==> config.mk <==
export PLATFORM = sky130hd
export DESIGN_NAME = pipe_scoreboard
export DESIGN_NICKNAME = d
export VERILOG_FILES = /design/src/rtl/pipe_scoreboard.sv
export SDC_FILE = /design/constraint.sdc
export NUM_CORES = 1
export LEC_CHECK = 0
export ABC_AREA = 1
export CAP_MARGIN = 30
export CORE_ASPECT_RATIO = 1.75
export CORE_UTILIZATION = 47
export DETAILED_ROUTE_END_ITERATION = 10
export PLACE_DENSITY = 0.77
export SLEW_MARGIN = 20
export SYNTH_ARGS = -nofsm -noshare
export SYNTH_HDL_FRONTEND = slang
export SYNTH_SLANG_ARGS = --single-unit
export TNS_END_PERCENT = 100
==> constraint.sdc <==
create_clock -name clk -period 2.4 [get_ports clk]
set_clock_uncertainty 0.2 [all_clocks]
set_input_delay 0.48 -clock clk [delete_from_list [all_inputs] [get_ports clk]]
set_output_delay 0.48 -clock clk [all_outputs]
set_load 0.02 [all_outputs]
==> src/rtl/pipe_scoreboard.sv <==
// pipe_scoreboard: ID-stage hazard unit.
// Tracks pending destinations of long-latency producers (load/mul/div) and the
// number of long ops in flight, produces the ID stall and the operand forwarding
// selects for the EXE ALU, MEM ALU and long-op writeback bus.
// Optional feature: define SB_PERF_EN to add the stall_cycles performance counter
// and its perf_clr synchronous clear.
//
// Long ops whose destination is r0 are counted in out_cnt but never mark a
// pending bit; their completion arrives with wb_rn==0 and only decrements the
// counter, without any pending-bit check.
module pipe_scoreboard #(
    parameter int NREG   = 32,
    parameter int RNW    = 5,
    parameter int MAXOUT = 4,
    parameter int CW     = $clog2(MAXOUT + 1)
) (
    input  logic            clk,
    input  logic            rst,
    input  logic            id_valid,
    input  logic [RNW-1:0]  id_rs,
    input  logic [RNW-1:0]  id_rt,
    input  logic            id_use_rs,
    input  logic            id_use_rt,
    input  logic [RNW-1:0]  id_rd,
    input  logic            id_wreg,
    input  logic            id_long,
    input  logic            e_wreg,
    input  logic [RNW-1:0]  e_rn,
    input  logic            m_wreg,
    input  logic [RNW-1:0]  m_rn,
    input  logic            wb_done,
    input  logic [RNW-1:0]  wb_rn,
    output logic            nostall,
    output logic [1:0]      fwda,
    output logic [1:0]      fwdb,
    output logic [NREG-1:0] pending,
    output logic [CW-1:0]   out_cnt,
`ifdef SB_PERF_EN
    input  logic            perf_clr,
    output logic [31:0]     stall_cycles,
`endif
    output logic            sb_err
);

    localparam logic [CW-1:0] MAXOUT_C = CW'(MAXOUT);

    logic [NREG-1:0] pending_q, pending_d;
    logic [CW-1:0]   out_cnt_q, out_cnt_d;
    logic            sb_err_q,  sb_err_d;

    logic raw_rs, raw_rt, waw, full;
    logic acc, long_acc, set_en, clr_en;

    // Forwarding priority: youngest producer (EXE) first, then MEM, then the
    // long-op writeback bus; r0 never forwards.
    function automatic logic [1:0] fwd_sel(
        input logic [RNW-1:0] rn,
        input logic           e_w,
        input logic [RNW-1:0] e_n,
        input logic           m_w,
        input logic [RNW-1:0] m_n,
        input logic           wb_w,
        input logic [RNW-1:0] wb_n
    );
        logic [1:0] sel;
        sel = 2'b00;
        if (rn != '0) begin
            if (e_w && (e_n == rn)) begin
                sel = 2'b01;
            end else if (m_w && (m_n == rn)) begin
                sel = 2'b10;
            end else if (wb_w && (wb_n == rn)) begin
                sel = 2'b11;
            end
        end
        return sel;
    endfunction

    // Hazard detection and stall; a same-cycle writeback of the register
    // resolves the hazard because it is forwarded from the writeback bus.
    always_comb begin
        raw_rs  = id_use_rs & (id_rs != '0) & pending_q[id_rs]
                  & ~(wb_done & (wb_rn == id_rs));
        raw_rt  = id_use_rt & (id_rt != '0) & pending_q[id_rt]
                  & ~(wb_done & (wb_rn == id_rt));
        waw     = id_wreg & (id_rd != '0) & pending_q[id_rd]
                  & ~(wb_done & (wb_rn == id_rd));
        full    = id_long & id_wreg & (out_cnt_q == MAXOUT_C) & ~wb_done;
        nostall = ~(id_valid & (raw_rs | raw_rt | waw | full));
    end

    // Operand forwarding selects, independent of whether the operand is read.
    always_comb begin
        fwda = fwd_sel(id_rs, e_wreg, e_rn, m_wreg, m_rn, wb_done, wb_rn);
        fwdb = fwd_sel(id_rt, e_wreg, e_rn, m_wreg, m_rn, wb_done, wb_rn);
    end

    // Next-state for scoreboard, in-flight counter and sticky error flag.
    always_comb begin
        acc      = id_valid & nostall;
        long_acc = acc & id_wreg & id_long;
        set_en   = long_acc & (id_rd != '0);
        clr_en   = wb_done & (wb_rn != '0);

        pending_d = pending_q;
        if (clr_en) begin
            pending_d[wb_rn] = 1'b0;
        end
        if (set_en) begin
            pending_d[id_rd] = 1'b1;
        end
        pending_d[0] = 1'b0;

        out_cnt_d = out_cnt_q;
        if (long_acc && !wb_done) begin
            if (out_cnt_q != MAXOUT_C) begin
                out_cnt_d = out_cnt_q + CW'(1);
            end
        end else if (!long_acc && wb_done && (out_cnt_q != '0)) begin
            out_cnt_d = out_cnt_q - CW'(1);
        end

        sb_err_d = sb_err_q;
        if (wb_done) begin
            if ((out_cnt_q == '0) || ((wb_rn != '0) && !pending_q[wb_rn])) begin
                sb_err_d = 1'b1;
            end
        end
    end

    // State registers; reset drops all in-flight tracking at once.
    always_ff @(posedge clk or posedge rst) begin
        if (rst) begin
            pending_q <= '0;
            out_cnt_q <= '0;
            sb_err_q  <= 1'b0;
        end else begin
            pending_q <= pending_d;
            out_cnt_q <= out_cnt_d;
            sb_err_q  <= sb_err_d;
        end
    end

    assign pending = pending_q;
    assign out_cnt = out_cnt_q;
    assign sb_err  = sb_err_q;

`ifdef SB_PERF_EN
    logic [31:0] stall_cycles_q, stall_cycles_d;

    // Stall-cycle counter: clear wins, otherwise saturating count of stalls.
    always_comb begin
        stall_cycles_d = stall_cycles_q;
        if (perf_clr) begin
            stall_cycles_d = '0;
        end else if (id_valid && !nostall && (stall_cycles_q != 32'hFFFF_FFFF)) begin
            stall_cycles_d = stall_cycles_q + 32'd1;
        end
    end

    // Performance counter register.
    always_ff @(posedge clk or posedge rst) begin
        if (rst) begin
            stall_cycles_q <= '0;
        end else begin
            stall_cycles_q <= stall_cycles_d;
        end
    end

    assign stall_cycles = stall_cycles_q;
`endif

endmodule
==> run metrics, run 1 <==
number of flops mapped to enable cells by yosys 0; pre-CTS WS -0.9950 ns; largest net degree at the start of global routing 36; last stage reached 5_1_grt; Worst EP kind register input; Root Buffer clkbuf_16; Cells after DPL 887; top-count cell post-synth nand2_1; port buffer count 79; die height 117.1 um; post-synthesis net count 648; status did not finish; clk sinks 35; IO Pins 81; hpwl dp 13020 um; Cells after Synth 607; Cell Area, Synth 3557 um2; worst-path endpoint after global-route repair_timing out_cnt[2]$_DFFE_PP0P_/D; Initial Util 48.83%; Synth warnings 0; number of placement rows 41; Synth Flop Type dfrtp_1; H-tree depth 2; total track usage 70.01%; Die W 67.77 um; Post-synth top cells nand2_1, inv_1, o21ai_0, nand3_1, nor2_1; Async SR Flop Fraction 100.0%; top cell type's share of synthesized area 24.62%; Synth Area per Inst 5.860 um2; synth unique cells 31; total gr overflow 58; Synth Register Bits 35; Err [ERROR GRT-0232] Routing congestion too high. Check the congestion heatmap in the GUI.; register area share after synthesis 24.62%; Max Root-Sink Buffers 2; Routability Congestion 1.031; synth top area cells dfrtp_1, nand2_1, o21ai_0, inv_1, nand3_1; largest area contributor in the netlist dfrtp_1; CTS Buf Count 5
## through the flow
step                      area (um2)  hold slack (ns)
after floorplan                 3631           0.3654
after global placement          5466           0.2406
after detailed placement        5466           0.2562
after CTS                       6058           0.2698
## what timing repair did
item	4_1_cts
endpoints found under the setup margin	39
hold endpoints to repair	0
hold buffers	0
setup buffers	25
gates resized for setup	198
gates cloned	1
pin swaps	58
## layer usage
| layer | global-route usage (%) | overflow |
|---|---|---|
| met1 | 67.80 | 0 |
| met2 | 93.27 | 34 |
| met4 | 76.60 | 24 |
| met3 | 43.80 | 0 |
| met5 | 6.250 | 0 |
## cells by family after synthesis
| logic type | Yosys count | synth area share [%] |
|---|---|---|
| other cells | 1 | 0.1054 |
| simple gates | 313 | 36.58 |
| fa+ha+maj | 1 | 0.5628 |
| compound gates | 140 | 23.29 |
| xor+xnor | 9 | 2.216 |
| flops | 35 | 24.62 |
| buf+inv | 108 | 12.63 |
==> run 2: changes to the inputs <==
--- a/config.mk
+++ b/config.mk
@@ -7,10 +7,9 @@
 export LEC_CHECK = 0
 export ABC_AREA = 1
 export CAP_MARGIN = 30
-export CORE_ASPECT_RATIO = 1.75
-export CORE_UTILIZATION = 47
+export CORE_UTILIZATION = 35
 export DETAILED_ROUTE_END_ITERATION = 10
-export PLACE_DENSITY = 0.77
+export PLACE_DENSITY_LB_ADDON = 0.15
 export SLEW_MARGIN = 20
 export SYNTH_ARGS = -nofsm -noshare
 export SYNTH_HDL_FRONTEND = slang
==> constraint.sdc (replaced) <==
create_clock -name clk -period 3.1 [get_ports clk]
set_clock_uncertainty 0.2 [all_clocks]
set_input_delay 0.62 -clock clk [delete_from_list [all_inputs] [get_ports clk]]
set_output_delay 0.62 -clock clk [all_outputs]
set_load 0.02 [all_outputs]
==> run 2 against run 1 <==
Effect of this change:
- synthesized cell count did not move
- area after synthesis did not move
- the run now ends clean
==> run metrics, run 2 <==
commonest non-fill, non-tap cells in the layout nand2_1, buf_4, o21ai_0; Clk pin slew, worst setup/hold paths 0.08 ns; Peak VDD IR 0.0002108 V; Synth Register Bits 35 (unchanged); Vias 4690; Max Root-Sink Buffers 2 (unchanged); synth top area cells dfrtp_1, nand2_1, o21ai_0, inv_1, nand3_1; initial DRC count 374; Synth Flop Type dfrtp_1; die area 10570 um2; IO Pins 81 (unchanged); top cell type's share of synthesized area 24.62% (unchanged); DR pass1 iterations 5; RSZ-0062 raised after global routing yes; WL/cell 16.83 um; Min Hold Slack 0.2600 ns; Cells after Synth 607 (unchanged); area grow syn2layout 47.80%; leading cell type in the layout, fill and taps excluded nand2_1; Async SR Flop Fraction 100.0% (unchanged); Initial Util 36.23% (-13 points); Max-Cap Viols 0; number of flops mapped to enable cells by yosys 0 (unchanged); final hold vios 0; Root Buffer clkbuf_8; layout cells sized above 1 18.12%; CP endpoint kind primary output; Setup Crit Path Kind primary input to primary output; Vias/cell 5.276; leakage power 2.595 nW; CTS Buf Count 5 (unchanged); TritonCTS clock tree yes; Synth Area per Inst 5.860 um2 (unchanged); largest area contributor in the netlist dfrtp_1; Final Setup Violations 0; area of the core 9819 um2; Max Freq 330.2 MHz; first-pass GRT wire length 23170 um; register area share after synthesis 24.62% (unchanged); Cell Pwr Density 340.4 nW/um2; status finished clean; number of placement rows 36 (-12%); worst hold path type register to register; total gr overflow 0; multi-input logic area 2280 um2; Final ANT Viol Nets 0; Cell Area, Synth 3557 um2 (unchanged); CTS Hold Bufs 0 (unchanged); fin. max-slew vios 0; pre-CTS WS -0.5960 ns (+0.3990 ns); total track usage 29.26%; post-synthesis net count 648 (unchanged); Post-synth top cells nand2_1, inv_1, o21ai_0, nand3_1, nor2_1; top-count cell post-synth nand2_1; synth unique cells 31 (unchanged); fill count 1061; hpwl dp 11740 um (-9.9%); Routability Congestion 0.9665 (-6.3%); fin worst setup slack 0.07160 ns; vias in the first global route 4476; largest net degree at the start of global routing 36; H-tree depth 2 (unchanged); wirelength, routed 14960 um; register area 875.8 um2; clk sinks 35 (unchanged); worst-path maximum fanout 6; Final min period 3.028 ns; Die W 102.8 um (+52%); max reg flops 31; Nets 796; Synth warnings 0 (unchanged); Critical Path Start Type primary input; die height 102.8 um (-12%); ant diodes 0; critical path required time 2.28 ns; Worst Path Arrival 2.21 ns; port buffer count 79 (unchanged); worst-skew pair later-pin latency 0.29 ns; initial antenna violation count 0; DRC viols 0; final period utilization 97.69%
run 2: cells by family (layout without fill, tap and decap cells):
kind of cell    after synthesis  after routing  share of synthesized area (%)
compound gates              140            140                          23.29
xor+xnor                      9              9                          2.216
fa+ha+maj                     1              1                         0.5628
buf+inv                     108            257                          12.63
flops                        35             35                          24.62
other cells                   1              1                         0.1054
simple gates                313            313                          36.58
run 2: cell type report:
| class | count | share of cell area, % |
|---|---|---|
| clock inverters | 1 | 0.1666 |
| repair buffers | 165 | 28.96 |
| well taps | 133 | 3.165 |
| flip-flops and latches | 35 | 16.66 |
| inverters | 84 | 6.045 |
| multi-input cells | 464 | 43.36 |
| clock buffers | 7 | 1.642 |
run 2: layer usage:
metal | wire length (um) | global-route usage [%]
met5 | 0 | 0
met1 | 6387 | 38.13
met4 | 396 | 10.83
met2 | 7270 | 50.21
met3 | 909 | 2.847
run 2: repair_timing:
| item | in CTS | in global routing |
|---|---|---|
| endpoints found under the setup margin | 6 | 14 |
| gates resized for setup | 45 | 31 |
| pin swaps | 1 | 6 |
| cloned | 1 | 0 |
| buffers inserted | 0 | 0 |
run 2: worst paths after layout:
path | from | end | slack (ns) | cells after the start
hold reg to reg | sb_err | sb_err | 0.26 | 1
setup reg to reg | pending[24] | out_cnt[2] | 0.54 | 18
setup / recovery | id_rd[2] | nostall | 0.07 | 11
hold / removal | sb_err | sb_err | 0.26 | 1
min in group asynchronous | rst | pending[24] | 0.52 | 3
max in group asynchronous | rst | pending[3] | 1.86 | 3
run 2: worst max-delay path, cell delays in order:
cell and delay (ns):
dlygate4sd2_1 0.40, inv_1 0.21, nor3_2 0.25, nand2_1 0.08
nand2_1 0.06, nor2_1 0.04, nand2_1 0.06, nand2_1 0.10
nand3_1 0.14, o21ai_1 0.08, buf_4 0.16
run 2: where the power goes:
part	internal, mW	leakage (nW)	switching [mW]
clock network	0.182	0.0484	0.175
logic	0.361	2.08	0.458
registers	0.516	0.468	0.0990
total	1.06	2.59	0.731
run 2: per-stage QoR:
step / utilization [%] / TNS, ns / power, mW / cell area [um2] / cells
floorplan: - / 0 / 1.015 / 3557 / 607
global placement: 51.75 / -5.011 / 1.416 / 5081 / 880
detailed placement: 51.75 / -5.504 / 1.423 / 5081 / 880
CTS: 52.97 / -0.1050 / 1.783 / 5201 / 889
global route: 53.54 / -0.02251 / 1.906 / 5258 / 889
finish: 53.54 / 0 / 1.790 / 5258 / 889
Power figures use the tool's default switching activity.
